<file path="config.mk">
export PLATFORM = sky130hd
export DESIGN_NAME = card_sprite_fetch
export DESIGN_NICKNAME = d
export VERILOG_FILES = /design/src/rtl/card_sprite_fetch.sv
export SDC_FILE = /design/constraint.sdc
export NUM_CORES = 1
export LEC_CHECK = 0
export ABC_CLOCK_PERIOD_IN_PS = 9700
export CORE_MARGIN = 2
export CORE_UTILIZATION = 49
export DETAILED_ROUTE_END_ITERATION = 7
export PLACE_DENSITY = 0.92
export SLEW_MARGIN = 20
export SYNTH_ARGS = -nofsm -noshare
export SYNTH_HDL_FRONTEND = slang
export SYNTH_SLANG_ARGS = --single-unit
</file>
<file path="constraint.sdc">
create_clock -name clk_25MHz -period 9.7 [get_ports clk_25MHz]
set_input_delay 0.97 -clock clk_25MHz [delete_from_list [all_inputs] [get_ports clk_25MHz]]
set_output_delay 0.97 -clock clk_25MHz [all_outputs]
set_load 0.01 [all_outputs]
</file>
<file path="src/rtl/card_sprite_fetch.sv">
// Sprite-ROM address generator and pixel post-processor for one card pixel per request.
// Fixed latency of ROM_LAT+2 cycles, no backpressure.
module card_sprite_fetch #(
    parameter int          CARD_W          = 32,
    parameter int          CARD_H          = 46,
    parameter int          NUM_COLORS      = 4,
    parameter int          CARDS_PER_COLOR = 13,
    parameter int          ADDR_W          = 15,
    parameter int          ROM_LAT         = 1,
    parameter int          TYPE_W          = 6,
    parameter logic [11:0] KEY_COLOR       = 12'hF0F,
    parameter logic [11:0] HL_COLOR        = 12'hFF0,
    parameter logic [11:0] BACK_A          = 12'h00F,
    parameter logic [11:0] BACK_B          = 12'hFFF
) (
    input  logic                           clk_25MHz,
    input  logic                           rst,
    input  logic                           req_valid,
    input  logic [5:0]                     pixel_x,
    input  logic [5:0]                     pixel_y,
    input  logic [TYPE_W-1:0]              card_type,
    input  logic                           face_down,
    input  logic                           highlight,
    output logic [ADDR_W-1:0]              rom_addr,
    input  logic [12*(NUM_COLORS+2)-1:0]   rom_dout,
    output logic                           out_valid,
    output logic [11:0]                    card_pixel,
    output logic                           transparent
);

    localparam int NC     = NUM_COLORS * CARDS_PER_COLOR;
    localparam int NBANK  = NUM_COLORS + 2;
    localparam int BANK_W = $clog2(NBANK);
    localparam int SPR_SZ = CARD_W * CARD_H;

    typedef enum logic [1:0] {
        M_ROM,
        M_BACK,
        M_OOB,
        M_INV
    } mode_e;

    typedef struct packed {
        logic              valid;
        mode_e             mode;
        logic [BANK_W-1:0] bank;
        logic [5:0]        x;
        logic [5:0]        y;
        logic              hl;
    } sb_t;

    logic [ADDR_W-1:0] rom_addr_d, rom_addr_q;
    sb_t               sb_d [ROM_LAT+1];
    sb_t               sb_q [ROM_LAT+1];
    logic              out_valid_d, out_valid_q;
    logic [11:0]       card_pixel_d, card_pixel_q;
    logic              transparent_d, transparent_q;

    logic [31:0] ct_w, x_w, y_w, lin;
    logic        oob;

    // Stage A: decode request into ROM address and aligned sideband
    always_comb begin
        ct_w       = 32'(card_type);
        x_w        = 32'(pixel_x);
        y_w        = 32'(pixel_y);
        lin        = y_w * CARD_W + x_w;
        oob        = (x_w >= CARD_W) || (y_w >= CARD_H);
        rom_addr_d = rom_addr_q;
        sb_d[0]    = '0;
        sb_d[0].valid = req_valid;
        sb_d[0].x     = pixel_x;
        sb_d[0].y     = pixel_y;
        sb_d[0].hl    = highlight;
        sb_d[0].mode  = M_INV;
        if (oob) begin
            sb_d[0].mode = M_OOB;
        end else if (face_down) begin
            sb_d[0].mode = M_BACK;
        end else if (ct_w < NC) begin
            sb_d[0].mode = M_ROM;
            sb_d[0].bank = BANK_W'(ct_w / CARDS_PER_COLOR);
        end else if (ct_w == NC) begin
            sb_d[0].mode = M_ROM;
            sb_d[0].bank = BANK_W'(NUM_COLORS);
        end else if (ct_w == NC + 1) begin
            sb_d[0].mode = M_ROM;
            sb_d[0].bank = BANK_W'(NUM_COLORS + 1);
        end
        if (req_valid) begin
            rom_addr_d = '0;
            if (sb_d[0].mode == M_ROM) begin
                if (ct_w < NC) begin
                    rom_addr_d = ADDR_W'((ct_w % CARDS_PER_COLOR) * SPR_SZ + lin);
                end else begin
                    rom_addr_d = ADDR_W'(lin);
                end
            end
        end
        for (int k = 1; k <= ROM_LAT; k++) begin
            sb_d[k] = sb_q[k-1];
        end
    end

    sb_t         s;
    logic [11:0] pix;
    logic        border;

    // Stage B: the last sideband slot lines up with rom_dout
    always_comb begin
        s      = sb_q[ROM_LAT];
        pix    = '0;
        for (int k = 0; k < NBANK; k++) begin
            if (32'(s.bank) == k) pix = rom_dout[12*k +: 12];
        end
        border = (32'(s.x) < 2) || (32'(s.y) < 2) ||
                 (32'(s.x) >= CARD_W - 2) || (32'(s.y) >= CARD_H - 2);
        out_valid_d   = s.valid;
        card_pixel_d  = card_pixel_q;
        transparent_d = transparent_q;
        if (s.valid) begin
            if (s.mode == M_OOB || s.mode == M_INV) begin
                card_pixel_d  = '0;
                transparent_d = 1'b1;
            end else if (s.hl && border) begin
                card_pixel_d  = HL_COLOR;
                transparent_d = 1'b0;
            end else if (s.mode == M_BACK) begin
                card_pixel_d  = (s.x[2] ^ s.y[2]) ? BACK_B : BACK_A;
                transparent_d = 1'b0;
            end else if (pix == KEY_COLOR) begin
                card_pixel_d  = '0;
                transparent_d = 1'b1;
            end else begin
                card_pixel_d  = pix;
                transparent_d = 1'b0;
            end
        end
    end

    always_ff @(posedge clk_25MHz) begin
        if (rst) begin
            rom_addr_q    <= '0;
            out_valid_q   <= 1'b0;
            card_pixel_q  <= '0;
            transparent_q <= 1'b0;
            for (int k = 0; k <= ROM_LAT; k++) begin
                sb_q[k] <= '0;
            end
        end else begin
            rom_addr_q    <= rom_addr_d;
            out_valid_q   <= out_valid_d;
            card_pixel_q  <= card_pixel_d;
            transparent_q <= transparent_d;
            for (int k = 0; k <= ROM_LAT; k++) begin
                sb_q[k] <= sb_d[k];
            end
        end
    end

    assign rom_addr    = rom_addr_q;
    assign out_valid   = out_valid_q;
    assign card_pixel  = card_pixel_q;
    assign transparent = transparent_q;

endmodule

</file>
==> results.toml, run 1 <==
[outcome]
status = "complete, no violations"

[synth]
syn_nets = 620
synth_xor_xnor_area_share_pct = 5.58
synthAdderAreaFrac_pct = 12.4
netlist.area_leader.share_pct = 29.1
synth_compound_area_share_pct = 19.0
synth.avg_cell_area_um2 = 8.87
synth_common_cells = "dfxtp_1, nor2b_1, nor2_1"
yosysWarnings = 0
synth_top_cell_by_area = "dfxtp_1"
synth-async-reset-ratio_pct = 0
synth.distinct_cells = 64
post-synth-top-count-cell = "dfxtp_1"
synth_edf_count = 0
yosysSeqAreaShare_pct = 29.1
synth_area_mm2 = 0.00433
netlist_top_cells_area = "dfxtp_1, ha_1, nor2b_1, a21oi_1, mux4_2"
synth_top_flop_cell = "dfxtp_1"
netlist_instances = 488
synth_top_family_by_area = "simple AND/OR/NAND/NOR gates"
synth-seq-cells = 63
synth_simple_gate_area_share_pct = 20.3
muxShareOfSynthArea_pct = 8.62

[global_route]
antenna_found_initial = 0
grt_pass1_vias = 4096
grt-ovfl-total = 0
grt_max_degree = 51
track_usage_pct = 25.5
grt_pass1_wl_um = 19900

[clocking]
ctsHoldBuffers = 0
cts_tree = "done"
cts-htree-levels = 3
clkSlewWorstSetupHoldPaths_ns = 0.07
ctsResizeCount = 0
insertion_delay_ns = 0.33
cts.sinks = 63
clock-root-buffer = "clkbuf_8"
cts_made_buffers = 9
post_cts_buffers = 0
cts_buffer_depth = 2

[place]
post-dp-hpwl_um = 9630
gp_congestion = 0.959
io_buffers = 123
dp_slack_ns = 0.848

[critical_path]
crit_path_start_kind = "primary input"
crit_fanout = 18
worstSetupPathType = "primary input to register"
cp_slowest_cell = "clkdlybuf4s50_1"
cp.required_ns = 9.91
arrival_ns = 8.77
end_kind = "register"
critical_path.max_stage_delay_ns = 0.67

[sta]
rsz0062_at_grt = "false"
clock.fmax_mhz = 117
slew-limit-headroom_pct = 54.6
fin_skew_ns = 0.00404
worst_slew_pin_slew_ns = 0.663
drv_slew = 0
setup_viol = 0
fin_crit_ns = 8.56
worst_slack_ns = 1.14
fin_crit_sh_pct = 88.2
finalSetupTns_ns = 0
hold_viol = 0
hold-worst-slack_ns = 0.431

[floorplan]
start_util_pct = 50.1
pin_count = 124
die_w_um = 98.0
coreArea_mm2 = 0.00864
die_area_mm2 = 0.00960
die_h_um = 98.0
num_rows = 34

[power]
ir_drop_mv = 0.348
p_leak_uw = 0.00229
p_per_area_mw_per_mm2 = 264

[route]
ant_nets = 0
wl_um = 12300
wire_per_inst_um = 17.1
via_per_inst = 5.68
drt_iter0_markers = 142
first_pass_iters = 4
vias = 4059
drc_errors = 0

[final_layout]
num-nets-final = 734
drive_above_1_share_pct = 5.60
n_antenna_cell = 0
area_delta_synth_final_pct = 34.9

[flow_run]
maxCapViolCount = 0

[hold_path]
hp-class = "register to register"
[final cells by class]
| cell class | count | area [um2] |
|---|---|---|
| inverter | 30 | 113 |
| tap | 108 | 135 |
| clock inverter | 6 | 92.6 |
| clock buffer | 10 | 138 |
| fill | 654 | 2800 |
| timing repair buffer | 125 | 1250 |
| sequential | 63 | 1260 |
| multi-input combinational | 373 | 2850 |
[cell usage in the layout (no fill, tap or decap), types with 4 or more instances in the layout]
cell type | synthesis | final
dfxtp_1 | 63 | 63
nand2_1 | 28 | 28
nand3_1 | 8 | 8
nor2b_1 | 47 | 47
a21o_1 | 4 | 4
and2_1 | 4 | 4
a21oi_1 | 41 | 41
a221o_1 | 6 | 6
nor2_1 | 42 | 42
o21ai_0 | 20 | 20
inv_1 | 29 | 29
nand2b_1 | 10 | 10
clkbuf_8 | 0 | 10
a22o_1 | 5 | 5
o21bai_1 | 4 | 4
xnor2_1 | 17 | 17
clkdlybuf4s50_1 | 0 | 123
fa_1 | 10 | 10
ha_1 | 27 | 27
mux4_2 | 9 | 9
mux2i_1 | 17 | 17
xor2_1 | 8 | 8
and3_1 | 4 | 4
[routing by layer]
metal  vias up  wire (um)  share of wire, %  global-route usage, %
met4         0        242               2.0                   8.23
li1       1965          -                 -                      -
met3        24        776               6.3                   5.87
met1      1920       4790                39                   28.4
met5         -          0                 0                      0
met2       150       6450                53                   47.7
[registers in the layout (all words and copies together), names as in the netlist]
name and cells:
transparent 1, out_valid 1, sb_q 34, card_pixel 12, rom_addr 15
[path summary, 6_finish.rpt]
kind / startpoint / end / slack [ns] / depth (start not counted)
setup reg to reg: sb_q[0][33] / card_pixel[11] / 6.39 / 8
hold / removal: sb_q[0][4] / sb_q[0][23] / 0.43 / 1
setup / recovery: card_type[2] / rom_addr[14] / 1.14 / 31
hold reg to reg: sb_q[0][4] / sb_q[0][23] / 0.43 / 1
[worst max-delay path: cells and delay by family]
kind,cells,cell delay [ns]
fa+ha+maj,6,2.04
buf+inv,3,0.83
xor+xnor,5,1.16
compound gates,7,1.57
simple gates,10,2.18
[power breakdown]
part           internal (uW)  switching [uW]
clock                    153             106
sequential               275            8.09
combinational            474             523
[per-stage QoR]
stage	total power [uW]	std cells	utilization (%)	cell area, um2
6_report	1540	715	67.6	5840
3_5_place_dp	1270	699	64.9	5610
4_1_cts	1530	715	67.6	5840
3_3_place_gp	1210	699	64.9	5610
2_1_floorplan	1040	488	-	4330
5_1_grt	1670	715	67.6	5840
[cell families after synthesis]
group                      after synthesis
DFF                                     63
muxes                                   26
and+or+nand+nor                        164
adders and majority gates               37
buffers and inverters                   52
xor gates and xnor gates                26
AOI/OAI and AO/OA                      120
(Power assumes the default switching activity.)
==> run 2: changes to the inputs <==
- CORE_MARGIN: 2 -> not set
- CTS_CLUSTER_DIAMETER: not set -> 30
- SLEW_MARGIN: 20 -> 10
==> results.toml, run 2 (synthesized netlist as in run 1, its figures left out) <==
[route]
drc_errors = 0
via_per_inst = 5.70
ant_nets = 0
wl_um = 11900
wire_per_inst_um = 16.7
first_pass_iters = 4
vias = 4061
drt_iter0_markers = 137

[global_route]
grt_max_degree = 51
antenna_found_initial = 0
grt_pass1_vias = 3978
grt_pass1_wl_um = 18600
grt-ovfl-total = 0
track_usage_pct = 26.7

[critical_path]
critical_path.max_stage_delay_ns = 0.68
r2r_end = "card_pixel[7]"
crit_family = "simple AND/OR/NAND/NOR gates"
worstSetupPathType = "primary input to register"
worst-r2r-setup-slack_ns = 6.28
cp.required_ns = 9.91
cp_slowest_cell = "clkdlybuf4s50_1"
crit_path_start_kind = "primary input"
r2r-start = "sb_q[0][33]"
reg2regPathDepth = 8
critPathBufInv = 3
end_kind = "register"
crit_fanout = 18
arrival_ns = 8.79

[flow_run]
maxCapViolCount = 0

[clocking]
cts-htree-levels = 3
ctsResizeCount = 0
clkSlewWorstSetupHoldPaths_ns = 0.07
cts_tree = "done"
cts_made_buffers = 9
insertion_delay_ns = 0.34
cts_buffer_depth = 2
post_cts_buffers = 0
ctsHoldBuffers = 0
clock-root-buffer = "clkbuf_8"
cts.sinks = 63

[hold_path]
hold_depth = 1
hp-class = "register to register"
holdPathEnd = "sb_q[0][29]"
min_from = "sb_q[0][10]"

[final_layout]
final_cell_mix = "clkdlybuf4s50_1, dfxtp_1, nor2b_1, nor2_1, a21oi_1"
drive_above_1_share_pct = 5.60
finalNonFillerCells = 712
n_antenna_cell = 0
area_delta_synth_final_pct = 33.7
num-nets-final = 734
regMostFlops = "sb_q"
final_common_cell = "clkdlybuf4s50_1"
largest_register_ffs = 34

[floorplan]
num_rows = 33
pin_count = 124
coreArea_mm2 = 0.00838
die_area_mm2 = 0.00921
die_w_um = 96.0
die_h_um = 96.0
start_util_pct = 51.6

[sta]
slew-limit-headroom_pct = 50.8
finalSetupTns_ns = 0
fin_crit_ns = 8.57
setup_viol = 0
clock.fmax_mhz = 117
hold-worst-slack_ns = 0.438
fin_skew_ns = 0.0102
hold_viol = 0
rsz0062_at_grt = "false"
fin_crit_sh_pct = 88.4
drv_slew = 0
worst_slew_pin_slew_ns = 0.719

[place]
post-dp-hpwl_um = 9170
io_buffers = 123
gp_congestion = 0.838
post-place-cells = 696

[power]
p_per_area_mw_per_mm2 = 253
ir_drop_mv = 0.415
p_total_uw = 1460
p_leak_uw = 0.00227

[outcome]
status = "complete, no violations"
-- run 2: cell count changes in the layout (fill, tap and decap cells not counted) --
cell,previous run,this run
bufinv_16,2,0
clkinv_2,0,2
clkinv_4,1,2
clkinvlp_4,2,1
-- run 2: where the power goes --
part | switching (uW) | total [uW] | leakage, uW | internal (uW)
sequential | 7.83 | 283 | 0.000515 | 275
combinational | 504 | 976 | 0.00167 | 473
clock | 106 | 206 | 0.0000926 | 100
total | 617 | 1460 | 0.00227 | 848
-- run 2: how the worst max path moves through the flow --
| stage | start | endpoint | slack [ns] | cells after the start |
|---|---|---|---|---|
| after floorplan | card_type[2] | rom_addr[14] | 2.22 | 30 |
| after global placement | card_type[2] | rom_addr[14] | 1.15 | 31 |
| after detailed placement | card_type[2] | rom_addr[14] | 0.84 | 31 |
| after CTS | card_type[2] | rom_addr[14] | 1.19 | 31 |
| after global routing | card_type[2] | rom_addr[14] | 0.55 | 31 |
| final | card_type[2] | rom_addr[14] | 1.13 | 31 |
-- run 2: area by class of cell --
type / instances / area (um2)
multi-input combinational: 373 / 2850
sequential: 63 / 1260
clock buffer: 10 / 138
clock inverter: 6 / 43.8
timing repair buffer: 125 / 1250
inverter: 30 / 113
tap: 105 / 131
fill: 637 / 2600
-- run 2: layer usage --
layer  vias up  wire length, um  share of wire, %  GRT usage, %
li1       1969                -                 -             -
met1      1919             4500                38          27.8
met2       136             6260                53          51.5
met3        37              772               6.5          6.08
met4         0              341               2.9          9.95
met5         -                0                 0             0
-- run 2: through the flow --
stage	setup WS [ns]	utilization, %	cell area (um2)
finish	1.13	69.0	5780
global route	0.555	69.0	5780
CTS	1.19	69.0	5780
detailed placement	0.843	66.8	5600
global placement	1.15	66.8	5600
floorplan	2.22	-	4330
-- run 2: worst reg2reg max path, stage by stage, from the launching register on --
cell	delay, ns
dfxtp_1	0.75
nand2b_1	0.47
nor2_1	0.13
a21o_1	0.17
nor4b_1	0.38
o2111ai_1	0.17
or4_1	0.67
nor4b_4	0.21
a221o_1	0.36
